<file path="src/rtl/pc_fetch_unit.sv">
// pc_fetch_unit: MIPS32 instruction-fetch front end.
// Holds the PC, drives the external PC+4 adder, and issues instruction-memory
// reads over a ready handshake. Delivers the IF/ID payload. Handles stalls
// through a one-entry skid buffer, and branch/jump redirects that keep the
// delay slot. Exception flushes wait for an outstanding read to drain.
module pc_fetch_unit #(
    parameter logic [31:0] RESET_VECTOR = 32'hBFC0_0000,
    parameter logic [31:0] EXC_VECTOR   = 32'hBFC0_0380
) (
    input  logic        clock,
    input  logic        reset,
    output logic [31:0] Add_A,
    output logic [31:0] Add_B,
    input  logic [31:0] Add_C,
    input  logic        IF_Stall,
    input  logic        ID_Branch,
    input  logic [31:0] ID_BranchTarget,
    input  logic        ID_Jump,
    input  logic [31:0] ID_JumpTarget,
    input  logic        EX_Exception,
    output logic [31:0] IMem_Address,
    output logic        IMem_Read,
    input  logic        IMem_Ready,
    input  logic [31:0] IMem_Data,
    output logic [31:0] IF_Instruction,
    output logic [31:0] IF_PC,
    output logic [31:0] IF_PCAdd4,
    output logic        IF_Valid
);

    typedef enum logic [1:0] {
        FETCH = 2'd0,
        HOLD  = 2'd1,
        DRAIN = 2'd2
    } state_t;

    state_t      state, state_next;
    logic [31:0] pc, pc_next;
    logic [31:0] skid_instr, skid_instr_next;
    logic [31:0] skid_pc, skid_pc_next;
    logic [31:0] skid_pc4, skid_pc4_next;
    logic [31:0] pending_target, pending_target_next;
    logic        pending_valid, pending_valid_next;
    logic [31:0] out_instr, out_instr_next;
    logic [31:0] out_pc, out_pc_next;
    logic [31:0] out_pc4, out_pc4_next;
    logic        out_valid, out_valid_next;

    logic        redirect_take;
    logic [31:0] redirect_target;

    // The PC feeds the shared adder and the memory; the request drops in HOLD and in reset.
    always_comb begin
        Add_A          = pc;
        Add_B          = 32'd4;
        IMem_Address   = pc;
        IMem_Read      = reset && (state != HOLD);
        IF_Instruction = out_instr;
        IF_PC          = out_pc;
        IF_PCAdd4      = out_pc4;
        IF_Valid       = out_valid;
    end

    // Redirects are only honoured when ID is moving and no drain is in progress; jump beats branch.
    always_comb begin
        redirect_target = ID_Jump ? ID_JumpTarget : ID_BranchTarget;
        redirect_take   = (ID_Branch || ID_Jump) && !IF_Stall && (state != DRAIN);
    end

    // Next-state and datapath updates; every register holds unless a case below changes it.
    always_comb begin
        state_next          = state;
        pc_next             = pc;
        skid_instr_next     = skid_instr;
        skid_pc_next        = skid_pc;
        skid_pc4_next       = skid_pc4;
        pending_target_next = pending_target;
        pending_valid_next  = pending_valid;
        out_instr_next      = out_instr;
        out_pc_next         = out_pc;
        out_pc4_next        = out_pc4;
        out_valid_next      = out_valid;

        case (state)
            FETCH: begin
                if (EX_Exception) begin
                    pending_valid_next = 1'b0;
                    skid_instr_next    = 32'd0;
                    skid_pc_next       = 32'd0;
                    skid_pc4_next      = 32'd0;
                    out_valid_next     = 1'b0;
                    if (IMem_Ready) begin
                        pc_next = EXC_VECTOR;
                    end else begin
                        // The read cannot be cancelled, so remember where to go once it returns.
                        pending_target_next = EXC_VECTOR;
                        pending_valid_next  = 1'b1;
                        state_next          = DRAIN;
                    end
                end else if (IMem_Ready) begin
                    if (pending_valid) begin
                        pc_next = pending_target;
                    end else if (redirect_take) begin
                        pc_next = redirect_target;
                    end else begin
                        pc_next = Add_C;
                    end
                    pending_valid_next = 1'b0;
                    if (!IF_Stall) begin
                        out_instr_next = IMem_Data;
                        out_pc_next    = pc;
                        out_pc4_next   = Add_C;
                        out_valid_next = 1'b1;
                    end else begin
                        skid_instr_next = IMem_Data;
                        skid_pc_next    = pc;
                        skid_pc4_next   = Add_C;
                        state_next      = HOLD;
                    end
                end else begin
                    if (!IF_Stall) begin
                        out_valid_next = 1'b0;
                    end
                    // The read in flight is the delay slot; the target waits until it completes.
                    if (redirect_take) begin
                        pending_target_next = redirect_target;
                        pending_valid_next  = 1'b1;
                    end
                end
            end

            HOLD: begin
                if (EX_Exception) begin
                    pending_valid_next = 1'b0;
                    skid_instr_next    = 32'd0;
                    skid_pc_next       = 32'd0;
                    skid_pc4_next      = 32'd0;
                    out_valid_next     = 1'b0;
                    pc_next            = EXC_VECTOR;
                    state_next         = FETCH;
                end else if (!IF_Stall) begin
                    out_instr_next = skid_instr;
                    out_pc_next    = skid_pc;
                    out_pc4_next   = skid_pc4;
                    out_valid_next = 1'b1;
                    state_next     = FETCH;
                    if (redirect_take) begin
                        pc_next = redirect_target;
                    end
                end
            end

            DRAIN: begin
                out_valid_next = 1'b0;
                if (IMem_Ready) begin
                    pc_next            = EX_Exception ? EXC_VECTOR : pending_target;
                    pending_valid_next = 1'b0;
                    state_next         = FETCH;
                end else if (EX_Exception) begin
                    pending_target_next = EXC_VECTOR;
                    pending_valid_next  = 1'b1;
                end
            end

            default: begin
                state_next = FETCH;
            end
        endcase
    end

    // State, PC, skid, pending and IF/ID registers, cleared asynchronously by reset.
    always_ff @(posedge clock or negedge reset) begin
        if (!reset) begin
            state          <= FETCH;
            pc             <= RESET_VECTOR;
            skid_instr     <= 32'd0;
            skid_pc        <= 32'd0;
            skid_pc4       <= 32'd0;
            pending_target <= 32'd0;
            pending_valid  <= 1'b0;
            out_instr      <= 32'd0;
            out_pc         <= 32'd0;
            out_pc4        <= 32'd0;
            out_valid      <= 1'b0;
        end else begin
            state          <= state_next;
            pc             <= pc_next;
            skid_instr     <= skid_instr_next;
            skid_pc        <= skid_pc_next;
            skid_pc4       <= skid_pc4_next;
            pending_target <= pending_target_next;
            pending_valid  <= pending_valid_next;
            out_instr      <= out_instr_next;
            out_pc         <= out_pc_next;
            out_pc4        <= out_pc4_next;
            out_valid      <= out_valid_next;
        end
    end

endmodule

</file>
<file path="config.mk">
export PLATFORM = sky130hd
export DESIGN_NAME = pc_fetch_unit
export DESIGN_NICKNAME = d
export VERILOG_FILES = /design/src/rtl/pc_fetch_unit.sv
export SDC_FILE = /design/constraint.sdc
export NUM_CORES = 1
export LEC_CHECK = 0
export ABC_AREA = 1
export BUFFER_PORTS_ARGS = -buffer_cell sky130_fd_sc_hd__buf_2
export CORE_UTILIZATION = 30
export CTS_BUF_LIST = sky130_fd_sc_hd__clkbuf_8
export CTS_CLUSTER_DIAMETER = 150
export CTS_CLUSTER_SIZE = 16
export DETAILED_ROUTE_END_ITERATION = 7
export GPL_ROUTABILITY_DRIVEN = 0
export PLACE_DENSITY = 0.59
export SYNTH_ARGS = -nofsm -noshare
export SYNTH_HDL_FRONTEND = slang
export SYNTH_SLANG_ARGS = --single-unit
</file>
<file path="constraint.sdc">
create_clock -name clock -period 5.2 [get_ports clock]
set_clock_uncertainty 0.05 [all_clocks]
set_input_delay 1.04 -clock clock [delete_from_list [all_inputs] [get_ports clock]]
set_output_delay 1.04 -clock clock [all_outputs]
set_load 0.01 [all_outputs]
</file>
==> implementation parameters, run 1 <==
Parameter                              Value

STA
  Final Hold Vio Count ... 0
  Maximum clock frequency ... 276.6 MHz
  Transition time at the pin with the least slew margin ... 1.210 ns
  Post-route fraction of the period consumed by the critical path ... 69.54%
  Setup repair after global routing missed its margin ... false
  Final setup vio count ... 0
  Tightest slew margin relative to the limit ... 19.24%
  Final-layout setup total negative slack ... 0 ns
  Number of pins exceeding their max-slew limit in the final report ... 0
  Final period demand of the worst path ... 3.616 ns

Synth
  Number of synthesized register bits ... 260
  Syn Std Cell Area ... 13770 sq um
  Count of cell types in the netlist ... 28
  Post-synth top flop ... sky130_fd_sc_hd__dfrtp_1
  Yosys warning count ... 0
  Number of enable-type register cells in the synthesized netlist ... 0
  Post-synth ARST share ... 100.0%
  Sequential element share of the synthesized area ... 47.35%
  Post-synthesis area per instance ... 7.445 sq um
  Cell count after synthesis ... 1849

CTS
  Clock buffers created by TritonCTS ... 20
  Number of buffers on the longest clock path ... 3
  Clock tree from TritonCTS ... built
  Clock tree root buffer cell ... sky130_fd_sc_hd__clkbuf_8
  Latest clock arrival within the worst-skew pair ... 0.60 ns
  Post-CTS setup repair buffer count ... 0
  Number of gates resized after cts ... 0
  Clock net sink count ... 260
  Clk slew on worst S/H paths ... 0.12 ns
  H-tree depth ... 1
  Count of hold-fix buffers inserted at cts ... 0

Global routing
  Number of global-route vias before repair ... 11800
  Global-route wire length before repair ... 68170 um
  Global-route usage over all layers ... 18.56%
  Sum of overflow across all layers after global routing ... 0
  Initial antenna violation count ... 2
  Maximum number of pins on one net before global-route repair ... 124

Power
  Static Leakage ... 7.931 nW
  Cell area power density ... 563.4 nW/um^2
  Peak supply drop ... 0.2234 mV

Floorplan
  Horiz. Die Dim ... 216.2 um
  Vertical extent of the die ... 216.2 um
  # rows ... 78
  Core outline area ... 45280 sq um
  I/O pin cnt ... 329
  Initial Utilization ... 30.40%
  Die Area ... 46750 sq um

Layout
  Non-Filler Instances ... 2637
  Share of final-layout standard cells stronger than drive strength 1 ... 18.12%
  Number of nets in the layout ... 2169
  Fraction of the core area covered by cells at the end of the flow ... 34.37%
  Layout fillers ... 4859
  Area added between synthesis and finish ... 13.06%
  Cell area after layout ... 15560 sq um

Detailed routing
  Antenna Violating Nets Remaining ... 0
  Total iterations of the first detailed-routing run ... 8
  Per-cell via count in the routed design ... 4.796
  Average routed wire per standard cell ... 16.85 um
  Remaining DRCs ... 2
  Total vias in the final route ... 12650
  Violation count after the first detailed-routing iteration ... 1096
  Detailed Route WL ... 44420 um

Critical path
  Category of the worst setup path launch point ... flop
  Worst-path cell with the longest stage delay ... sky130_fd_sc_hd__nand3_4
  Critical Path, Cell by Cell ... inv_1, ha_1, inv_6, nor2_1, a21oi_1, nand3_4, buf_4, o22ai_1
  Max stage delay on crit path ... 0.78 ns
  Data arrival time at the worst-slack endpoint ... 4.04 ns
  Crit path required time ... 5.62 ns
  Kind of capture point of the worst setup path ... flop
  Critical Setup Path Class ... reg2reg
  CP delay by family, top ... buffers and inverters
  Highest fanout seen on the critical path ... 85
  Crit path buffers/inverters ... 3
  Register-to-register setup slack ... 1.58 ns

Placement
  Placed Instance Area ... 15240 sq um
  HPWL reported at the end of detailed placement ... 30510 um
  Number of port buffers ... 296
  Placed insts ... 2608

Run status
  Failing checks ... DRC
  Run status ... finished with violations

Run
  Max-capacitance violation count ... 0

Hold path
  Worst hold path class ... in2async
Yosys cell counts (5+ instances only):
| master | number | share of area, % |
|---|---|---|
| sky130_fd_sc_hd__o22ai_1 | 85 | 3.9 |
| sky130_fd_sc_hd__clkbuf_1 | 41 | 1.1 |
| sky130_fd_sc_hd__a21oi_1 | 94 | 3.4 |
| sky130_fd_sc_hd__nand2_1 | 498 | 14 |
| sky130_fd_sc_hd__inv_2 | 5 | 0.14 |
| sky130_fd_sc_hd__nor2_1 | 148 | 4.0 |
| sky130_fd_sc_hd__o21ai_0 | 242 | 8.8 |
| sky130_fd_sc_hd__buf_2 | 53 | 1.9 |
| sky130_fd_sc_hd__dfstp_2 | 9 | 1.7 |
| sky130_fd_sc_hd__o21ai_1 | 13 | 0.47 |
| sky130_fd_sc_hd__dfrtp_1 | 251 | 46 |
| sky130_fd_sc_hd__buf_6 | 5 | 0.41 |
| sky130_fd_sc_hd__buf_4 | 76 | 4.1 |
| sky130_fd_sc_hd__o22ai_2 | 11 | 1.0 |
| sky130_fd_sc_hd__buf_1 | 7 | 0.19 |
| sky130_fd_sc_hd__inv_1 | 259 | 7.1 |
| sky130_fd_sc_hd__nand3_1 | 35 | 1.3 |
where the power goes:
group          leakage [nW]  internal (mW)  total (mW)  switching, mW
Clock                 0.187          0.364        1.07          0.711
Sequential             3.30           2.96        3.55          0.597
Combinational          4.44           1.39        4.14           2.75
Total                  7.93           4.71        8.77           4.06
worst paths after layout:
check / cells after the start / to / from
setup reg to reg: 8 / skid_instr[13] / state[1]
min in group clock: 2 / skid_pc4[17] / skid_pc4[17]
max in group asynchronous: 2 / pending_target[25] / reset
hold / removal: 1 / IF_Instruction[16] / reset
setup / recovery: 8 / skid_instr[13] / state[1]
hold reg to reg: 2 / skid_pc4[17] / skid_pc4[17]
cells in the final DEF (no fill, tap or decap), types with 9 or more instances in the layout:
| cell | n |
|---|---|
| sky130_fd_sc_hd__dfrtp_1 | 251 |
| sky130_fd_sc_hd__buf_4 | 11 |
| sky130_fd_sc_hd__nand2_1 | 498 |
| sky130_fd_sc_hd__o22ai_1 | 85 |
| sky130_fd_sc_hd__dfstp_2 | 9 |
| sky130_fd_sc_hd__nor2_1 | 147 |
| sky130_fd_sc_hd__a21oi_1 | 94 |
| sky130_fd_sc_hd__o22ai_2 | 11 |
| sky130_fd_sc_hd__inv_1 | 265 |
| sky130_fd_sc_hd__nand3_1 | 35 |
| sky130_fd_sc_hd__buf_2 | 295 |
| sky130_fd_sc_hd__o21ai_0 | 242 |
| sky130_fd_sc_hd__o21ai_1 | 13 |
| sky130_fd_sc_hd__clkbuf_8 | 20 |
| sky130_fd_sc_hd__conb_1 | 32 |
layout make-up:
| type | count | area (sq um) | area share, % |
|---|---|---|---|
| well taps | 600 | 750.7 | 4.824 |
| flip-flops and latches | 260 | 6518 | 41.88 |
| repair buffers | 311 | 1654 | 10.63 |
| multi-input cells | 1173 | 5320 | 34.18 |
| diodes | 1 | 2.502 | 0.01608 |
| clock buffers | 20 | 275.3 | 1.769 |
| inverters | 264 | 996.0 | 6.399 |
| clock inverters | 8 | 47.55 | 0.3055 |
cell families after synthesis:
kind of cell,Yosys count,share of synthesized area (%)
other,2,0.05456
adder cells (fa/ha/maj),4,0.3636
AO/OA/AOI/OAI,447,17.76
flip-flops,260,47.35
AND/OR/NAND/NOR,690,19.49
buffers and inverters,446,14.99
state kept, by name (all words and copies together) (netlist names):
| name | count |
|---|---|
| skid_instr | 32 |
| pending_target | 32 |
| IF_Instruction | 32 |
| IF_Valid | 1 |
| skid_pc | 32 |
| IF_PCAdd4 | 32 |
| Add_A | 32 |
| IF_PC | 32 |
| skid_pc4 | 32 |
| pending_valid | 1 |
| state | 2 |
per-layer routing:
metal  up-vias  track usage (%)  routed length (um)
met3        77            3.846                3317
met1      5996            25.23               19650
li1       6068                -                   -
met2       503            29.34               20070
met4         4            6.080                1368
met5         -                0                  22
stage by stage:
stage	power [mW]	setup WS [ns]	hold slack, ns
5_1_grt	9.504	1.359	0.3738
2_1_floorplan	6.324	2.892	0.4308
6_report	8.769	1.584	0.3565
3_3_place_gp	7.658	1.542	0.4427
3_5_place_dp	7.761	1.441	0.4494
4_1_cts	8.872	1.618	0.3462
No activity file was read; power rests on OpenSTA's default activity.
==> inputs of run 2 (changes only) <==
--- a/config.mk
+++ b/config.mk
@@ -5,7 +5,7 @@
 export SDC_FILE = /design/constraint.sdc
 export NUM_CORES = 1
 export LEC_CHECK = 0
-export ABC_AREA = 1
+export ABC_AREA = 0
 export BUFFER_PORTS_ARGS = -buffer_cell sky130_fd_sc_hd__buf_2
 export CORE_UTILIZATION = 30
 export CTS_BUF_LIST = sky130_fd_sc_hd__clkbuf_8
@@ -13,7 +13,7 @@
 export CTS_CLUSTER_SIZE = 16
 export DETAILED_ROUTE_END_ITERATION = 7
 export GPL_ROUTABILITY_DRIVEN = 0
-export PLACE_DENSITY = 0.59
+export PLACE_DENSITY = 0.61
 export SYNTH_ARGS = -nofsm -noshare
 export SYNTH_HDL_FRONTEND = slang
 export SYNTH_SLANG_ARGS = --single-unit
==> constraint.sdc (replaced) <==
create_clock -name clock -period 3.15 [get_ports clock]
set_clock_uncertainty 0.05 [all_clocks]
set_input_delay 0.63 -clock clock [delete_from_list [all_inputs] [get_ports clock]]
set_output_delay 0.63 -clock clock [all_outputs]
set_load 0.01 [all_outputs]
==> run 2 against run 1 <==
Compared with the run above:
- sequential power is 62% higher
- largest cell class unchanged
- the flow now finishes without violations
- critical endpoint is now IMem_Read
- combinational power is 45% higher
- utilization is 1.3 points higher
==> implementation parameters, run 2 <==
Parameter                              Value

Floorplan
  Initial Utilization ... 30.72%
  I/O pin cnt ... 329
  Horiz. Die Dim ... 207.4 um
  Vertical extent of the die ... 207.4 um
  Die Area ... 43020 sq um
  # rows ... 74
  Core outline area ... 41200 sq um

Run
  Max-capacitance violation count ... 0

Synth
  Post-synth top area cell ... sky130_fd_sc_hd__dfrtp_1
  Sequential element share of the synthesized area ... 51.49%
  Number of synthesized register bits ... 260
  Cell count after synthesis ... 1172
  Syn Std Cell Area ... 12660 sq um
  Number of enable-type register cells in the synthesized netlist ... 0
  Most frequent cell after synthesis ... sky130_fd_sc_hd__dfrtp_1
  Cell types with the highest counts after synthesis ... sky130_fd_sc_hd__dfrtp_1, sky130_fd_sc_hd__nand2_1, sky130_fd_sc_hd__mux2i_1
  Post-synthesis area per instance ... 10.80 sq um
  Post-synth ARST share ... 100.0%
  Yosys warning count ... 0
  Count of cell types in the netlist ... 50
  Biggest area contributors in the synthesized netlist ... sky130_fd_sc_hd__dfrtp_1, sky130_fd_sc_hd__mux2i_1, sky130_fd_sc_hd__a22o_1, sky130_fd_sc_hd__o21ai_0, sky130_fd_sc_hd__buf_4
  Post-synth top flop ... sky130_fd_sc_hd__dfrtp_1
  Yosys top cell area share ... 49.62%

CTS
  Number of gates resized after cts ... 0
  Number of buffers on the longest clock path ... 3
  Clock buffers created by TritonCTS ... 20
  H-tree depth ... 1
  Latest clock arrival within the worst-skew pair ... 0.57 ns
  Clock tree from TritonCTS ... built
  Post-CTS setup repair buffer count ... 0
  Count of hold-fix buffers inserted at cts ... 0
  Clock tree root buffer cell ... sky130_fd_sc_hd__clkbuf_8
  Clock net sink count ... 260
  Clk slew on worst S/H paths ... 0.11 ns

STA
  Setup repair after global routing missed its margin ... false
  Final Hold Vio Count ... 0
  Maximum clock frequency ... 373.9 MHz
  Final period demand of the worst path ... 2.674 ns
  Transition time at the pin with the least slew margin ... 0.9630 ns
  Tightest slew margin relative to the limit ... 35.73%
  Number of pins exceeding their max-slew limit in the final report ... 0
  Final-layout setup total negative slack ... 0 ns
  Final setup vio count ... 0
  Post-route fraction of the period consumed by the critical path ... 84.90%

Run status
  Run status ... complete, no violations

Critical path
  Max stage delay on crit path ... 0.42 ns
  Critical Setup Path Class ... reg2out
  Critical Path, Cell by Cell ... inv_1, ha_4, buf_4, nor2b_1, buf_2
  Category of the worst setup path launch point ... flop
  Depth of the worst register-to-register path ... 7
  Kind of capture point of the worst setup path ... output pin
  Highest fanout seen on the critical path ... 17
  Register-to-register setup slack ... 0.53 ns
  Data arrival time at the worst-slack endpoint ... 1.99 ns
  Reg-to-Reg Start ... state[0]
  Crit path required time ... 2.47 ns
  Worst flop-to-flop path endpoint ... Add_A[16]
  Worst-path cell with the longest stage delay ... sky130_fd_sc_hd__dfrtp_1
  CP delay by family, top ... buffers and inverters
  Crit path buffers/inverters ... 3

Power
  Cell area power density ... 918.3 nW/um^2
  Static Leakage ... 6.738 nW
  Peak supply drop ... 0.2930 mV

Placement
  HPWL reported at the end of detailed placement ... 26650 um
  Number of port buffers ... 296

Global routing
  Global-route wire length before repair ... 59460 um
  Initial antenna violation count ... 0
  Global-route usage over all layers ... 17.47%
  Sum of overflow across all layers after global routing ... 0
  Maximum number of pins on one net before global-route repair ... 146
  Number of global-route vias before repair ... 9597

Layout
  Share of final-layout standard cells stronger than drive strength 1 ... 28.63%
  Layout fillers ... 4099
  Most frequent standard cell in the layout excluding fill and tap cells ... sky130_fd_sc_hd__buf_2
  Multi-input logic area ... 5353 sq um
  Antenna cell count ... 0
  Commonest cells after routing, fill and taps aside ... sky130_fd_sc_hd__buf_2, sky130_fd_sc_hd__dfrtp_1, sky130_fd_sc_hd__nand2_1
  Number of nets in the layout ... 1516
  Area added between synthesis and finish ... 16.21%
  Fraction of the core area covered by cells at the end of the flow ... 35.70%
  Area taken by flip-flops and latches ... 6518 sq um

Detailed routing
  Detailed Route WL ... 38550 um
  Average routed wire per standard cell ... 20.13 um
  Total iterations of the first detailed-routing run ... 5
  Antenna Violating Nets Remaining ... 0
  Total vias in the final route ... 9946
  Per-cell via count in the routed design ... 5.194
  Remaining DRCs ... 0
  Violation count after the first detailed-routing iteration ... 762

Hold path
  Worst hold path class ... in2async
## run 2: area by class of cell
cell class / count / share of cell area, %
repair buffers: 329 / 12.50
clock buffers: 20 / 1.871
inverters: 3 / 0.07656
well taps: 532 / 4.525
multi-input cells: 763 / 36.39
clock inverters: 8 / 0.3232
flip-flops and latches: 260 / 44.31
## run 2: power by group
group	switching, mW	total (mW)	internal, mW
Sequential	1.11	5.74	4.63
Clock	1.16	1.76	0.600
Combinational	3.52	6.01	2.49
Total	5.79	13.5	7.72
## run 2: worst reg2reg max path, delay by kind of cell, from the launching register on
| family | cells | cell delay, ns |
|---|---|---|
| AND/OR/NAND/NOR | 1 | 0.75 |
| AO/OA/AOI/OAI | 2 | 0.47 |
| flip-flops | 1 | 0.45 |
| buffers and inverters | 2 | 0.44 |
| adder cells (fa/ha/maj) | 1 | 0.26 |
| multiplexers | 1 | 0.15 |
## run 2: kinds of logic (layout without fill, tap and decap cells)
kind of cell / after synthesis / count (layout) / synth area share, %
other cells: 2 / 32 / 0.05933
flops: 260 / 260 / 51.49
mux: 130 / 130 / 10.48
buf+inv: 179 / 360 / 7.552
compound gates: 406 / 406 / 22.99
fa+ha+maj: 4 / 4 / 0.3954
simple gates: 191 / 191 / 7.029
## run 2: worst max path at each step
stage | cells after the start | startpoint | end
final | 5 | state[1] | IMem_Read
after global placement | 6 | EX_Exception | Add_A[9]
after CTS | 5 | state[1] | IMem_Read
after floorplan | 7 | state[1] | IMem_Read
after detailed placement | 6 | EX_Exception | Add_A[9]
after global routing | 7 | state[0] | Add_A[16]
## run 2: per-layer routing
metal	GRT usage, %	up-vias	part of all wire (%)
li1	-	4650	-
met4	3.783	0	1.6
met2	27.10	310	45
met1	25.83	4951	48
met5	0	-	0
met3	2.269	35	5.4
## run 2: per-stage QoR
stage | setup WS [ns] | total power, mW | cell area [sq um] | hold WS, ns | std cells
after global placement | 0.4089 | 11.74 | 14380 | 0.4074 | 1886
final | 0.4758 | 13.51 | 14710 | 0.1071 | 1915
after detailed placement | 0.3258 | 11.88 | 14380 | 0.4152 | 1886
after global routing | 0.3658 | 14.47 | 14710 | 0.1182 | 1915
after floorplan | 0.9266 | 9.510 | 12770 | 0.2844 | 1202
after CTS | 0.4115 | 13.67 | 14700 | 0.1342 | 1914
==> inputs of run 3 (changes only) <==
--- a/config.mk
+++ b/config.mk
@@ -5,7 +5,7 @@
 export SDC_FILE = /design/constraint.sdc
 export NUM_CORES = 1
 export LEC_CHECK = 0
-export ABC_AREA = 0
+export ABC_AREA = 1
 export BUFFER_PORTS_ARGS = -buffer_cell sky130_fd_sc_hd__buf_2
 export CORE_UTILIZATION = 30
 export CTS_BUF_LIST = sky130_fd_sc_hd__clkbuf_8
@@ -13,7 +13,7 @@
 export CTS_CLUSTER_SIZE = 16
 export DETAILED_ROUTE_END_ITERATION = 7
 export GPL_ROUTABILITY_DRIVEN = 0
-export PLACE_DENSITY = 0.61
+export PLACE_DENSITY = 0.59
 export SYNTH_ARGS = -nofsm -noshare
 export SYNTH_HDL_FRONTEND = slang
 export SYNTH_SLANG_ARGS = --single-unit
==> constraint.sdc (replaced) <==
create_clock -name clock -period 2.7 [get_ports clock]
set_clock_uncertainty 0.05 [all_clocks]
set_input_delay 0.54 -clock clock [delete_from_list [all_inputs] [get_ports clock]]
set_output_delay 0.54 -clock clock [all_outputs]
set_load 0.01 [all_outputs]
==> run 3 against run 2 <==
Compared with the run above:
- the run now ends with DRC left
- power up 27%
- first-iteration DRC count up 59%
- clock-buffer cell count unchanged
- sequential cell count unchanged
- hold slack better by 0.071 ns
- combinational power up 36%
- non-clock buffer count up 8
- critical path type unchanged
- highest routed layer unchanged
==> implementation parameters, run 3 (synthesis gave the netlist of run 1 again) <==
Parameter                              Value

Run status
  Run status ... finished with violations
  Failing checks ... DRC

Detailed routing
  Total vias in the final route ... 12560
  Per-cell via count in the routed design ... 4.704
  Total iterations of the first detailed-routing run ... 7
  Violation count after the first detailed-routing iteration ... 1212
  Detailed Route WL ... 44390 um
  Average routed wire per standard cell ... 16.62 um
  Antenna Violating Nets Remaining ... 0
  Remaining DRCs ... 2

Critical path
  Crit path required time ... 2.11 ns
  Kind of capture point of the worst setup path ... output pin
  Register-to-register setup slack ... 0.41 ns
  Highest fanout seen on the critical path ... 4
  Critical Setup Path Class ... reg2out
  Category of the worst setup path launch point ... flop
  Data arrival time at the worst-slack endpoint ... 1.75 ns

Global routing
  Number of global-route vias before repair ... 11860
  Initial antenna violation count ... 1
  Global-route usage over all layers ... 18.66%
  Maximum number of pins on one net before global-route repair ... 193
  Sum of overflow across all layers after global routing ... 0
  Global-route wire length before repair ... 68660 um

Power
  Fraction of power consumed by sequential logic ... 40.1%
  Share of total power consumed by net switching ... 45.88%
  Relative contribution of combinational cells to total power ... 47.7%
  Net switching power figure ... 7.863 mW
  Total power ... 17.14 mW
  Static Leakage ... 8.107 nW
  Cell-internal power ... 9.274 mW
  Clock Power Share ... 12.3%
  Peak supply drop ... 0.4884 mV
  Cell area power density ... 1084 nW/um^2

CTS
  Clock tree from TritonCTS ... built
  Number of gates resized after cts ... 0
  Clock tree root buffer cell ... sky130_fd_sc_hd__clkbuf_8
  Number of buffers on the longest clock path ... 3
  Clk slew on worst S/H paths ... 0.12 ns
  Clock net sink count ... 260
  H-tree depth ... 1
  Clock buffers created by TritonCTS ... 20
  Latest clock arrival within the worst-skew pair ... 0.59 ns

STA
  Maximum clock frequency ... 428.1 MHz
  Setup repair after global routing missed its margin ... false
  Final-layout setup total negative slack ... 0 ns
  Final Hold Vio Count ... 0
  Final setup vio count ... 0
  Tightest slew margin relative to the limit ... 36.02%
  Final hold slack ... 0.1777 ns
  Transition time at the pin with the least slew margin ... 0.9597 ns
  Post-route fraction of the period consumed by the critical path ... 86.51%
  Final period demand of the worst path ... 2.336 ns
  Number of pins exceeding their max-slew limit in the final report ... 0

Run
  Max-capacitance violation count ... 0

Floorplan
  Core outline area ... 45280 sq um
  # rows ... 78
  I/O pin cnt ... 329
  Horiz. Die Dim ... 216.2 um
  Die Area ... 46750 sq um
  Initial Utilization ... 30.40%
  Vertical extent of the die ... 216.2 um

Layout
  Commonest cells after routing, fill and taps aside ... sky130_fd_sc_hd__nand2_1, sky130_fd_sc_hd__buf_2, sky130_fd_sc_hd__inv_1
  Non-Filler Instances ... 2671
  Area added between synthesis and finish ... 14.90%
  Cell area after layout ... 15820 sq um
  Number of nets in the layout ... 2195
  Share of final-layout standard cells stronger than drive strength 1 ... 19.03%
  Most frequent standard cell in the layout excluding fill and tap cells ... sky130_fd_sc_hd__nand2_1

Placement
  Placed insts ... 2633
  Number of port buffers ... 296
  HPWL reported at the end of detailed placement ... 31350 um
  Placed Instance Area ... 15450 sq um

Hold path
  Worst hold path class ... in2reg
==> run 3: cell count changes in the layout (fill, tap and decap cells not counted), moves of 23 or more <==
| cell | before | now |
|---|---|---|
| sky130_fd_sc_hd__a21oi_1 | 58 | 94 |
| sky130_fd_sc_hd__a22o_1 | 64 | 0 |
| sky130_fd_sc_hd__a22oi_1 | 39 | 0 |
| sky130_fd_sc_hd__a31oi_1 | 23 | 0 |
| sky130_fd_sc_hd__a32o_1 | 32 | 0 |
| sky130_fd_sc_hd__inv_1 | 8 | 273 |
| sky130_fd_sc_hd__mux2i_1 | 110 | 0 |
| sky130_fd_sc_hd__nand2_1 | 115 | 498 |
| sky130_fd_sc_hd__nand3_1 | 1 | 35 |
| sky130_fd_sc_hd__nor2_1 | 7 | 147 |
| sky130_fd_sc_hd__o21ai_0 | 99 | 242 |
| sky130_fd_sc_hd__o22ai_1 | 0 | 85 |
==> run 3: final cells by class <==
class / count / area [sq um]
fill: 4851 / 29470
sequential: 260 / 6518
multi-input combinational: 1173 / 5320
timing repair buffer: 337 / 1877
inverter: 264 / 996.0
tap: 600 / 750.7
clock buffer: 20 / 275.3
clock inverter: 16 / 77.57
antenna: 1 / 2.502
==> run 3: power groups by stage <==
stage	clock network (mW)	logic (mW)	registers, mW
finish	2.10	8.17	6.86
global route	2.35	9.22	7.08
CTS	2.20	8.22	6.91
detailed placement	0	8.17	6.99
global placement	0	8.04	6.95
floorplan	0	5.24	6.94
==> run 3: path summary, 6_finish.rpt <==
path,startpoint,endpoint,cells past startpoint
worst max register to register,state[0],skid_instr[4],8
worst min-delay path,Add_C[18],skid_pc4[18],3
max in group asynchronous,reset,skid_pc[27],3
worst max-delay path,state[1],IMem_Read,5
worst min register to register,IF_Instruction[19],IF_Instruction[19],2
min in group asynchronous,reset,skid_instr[24],2
==> run 3: timing repair <==
action	in CTS	in global routing
hold buffers	1	0
hold endpoints to repair	4	0
buffers inserted	0	0
==> run 3: worst max-delay path, cell delays in order, from the launching register on <==
cell	delay (ns)
sky130_fd_sc_hd__dfrtp_1	0.44
sky130_fd_sc_hd__inv_1	0.09
sky130_fd_sc_hd__ha_1	0.24
sky130_fd_sc_hd__buf_4	0.20
sky130_fd_sc_hd__nor2_1	0.05
sky130_fd_sc_hd__buf_2	0.13
==> run 3: stage by stage <==
| stage | utilization, % | setup slack (ns) |
|---|---|---|
| final | 34.93 | 0.3642 |
| after floorplan | - | 0.9388 |
| after global placement | 34.12 | 0.3908 |
| after detailed placement | 34.12 | 0.3592 |
| after global routing | 34.92 | 0.2232 |
| after CTS | 34.92 | 0.3108 |
==> run 3: layer usage <==
layer  global-route usage [%]  part of all wire (%)
met5                        0                     0
met2                    29.59                    46
met4                    4.765                   2.2
met1                    25.93                    44
met3                    3.635                   7.1
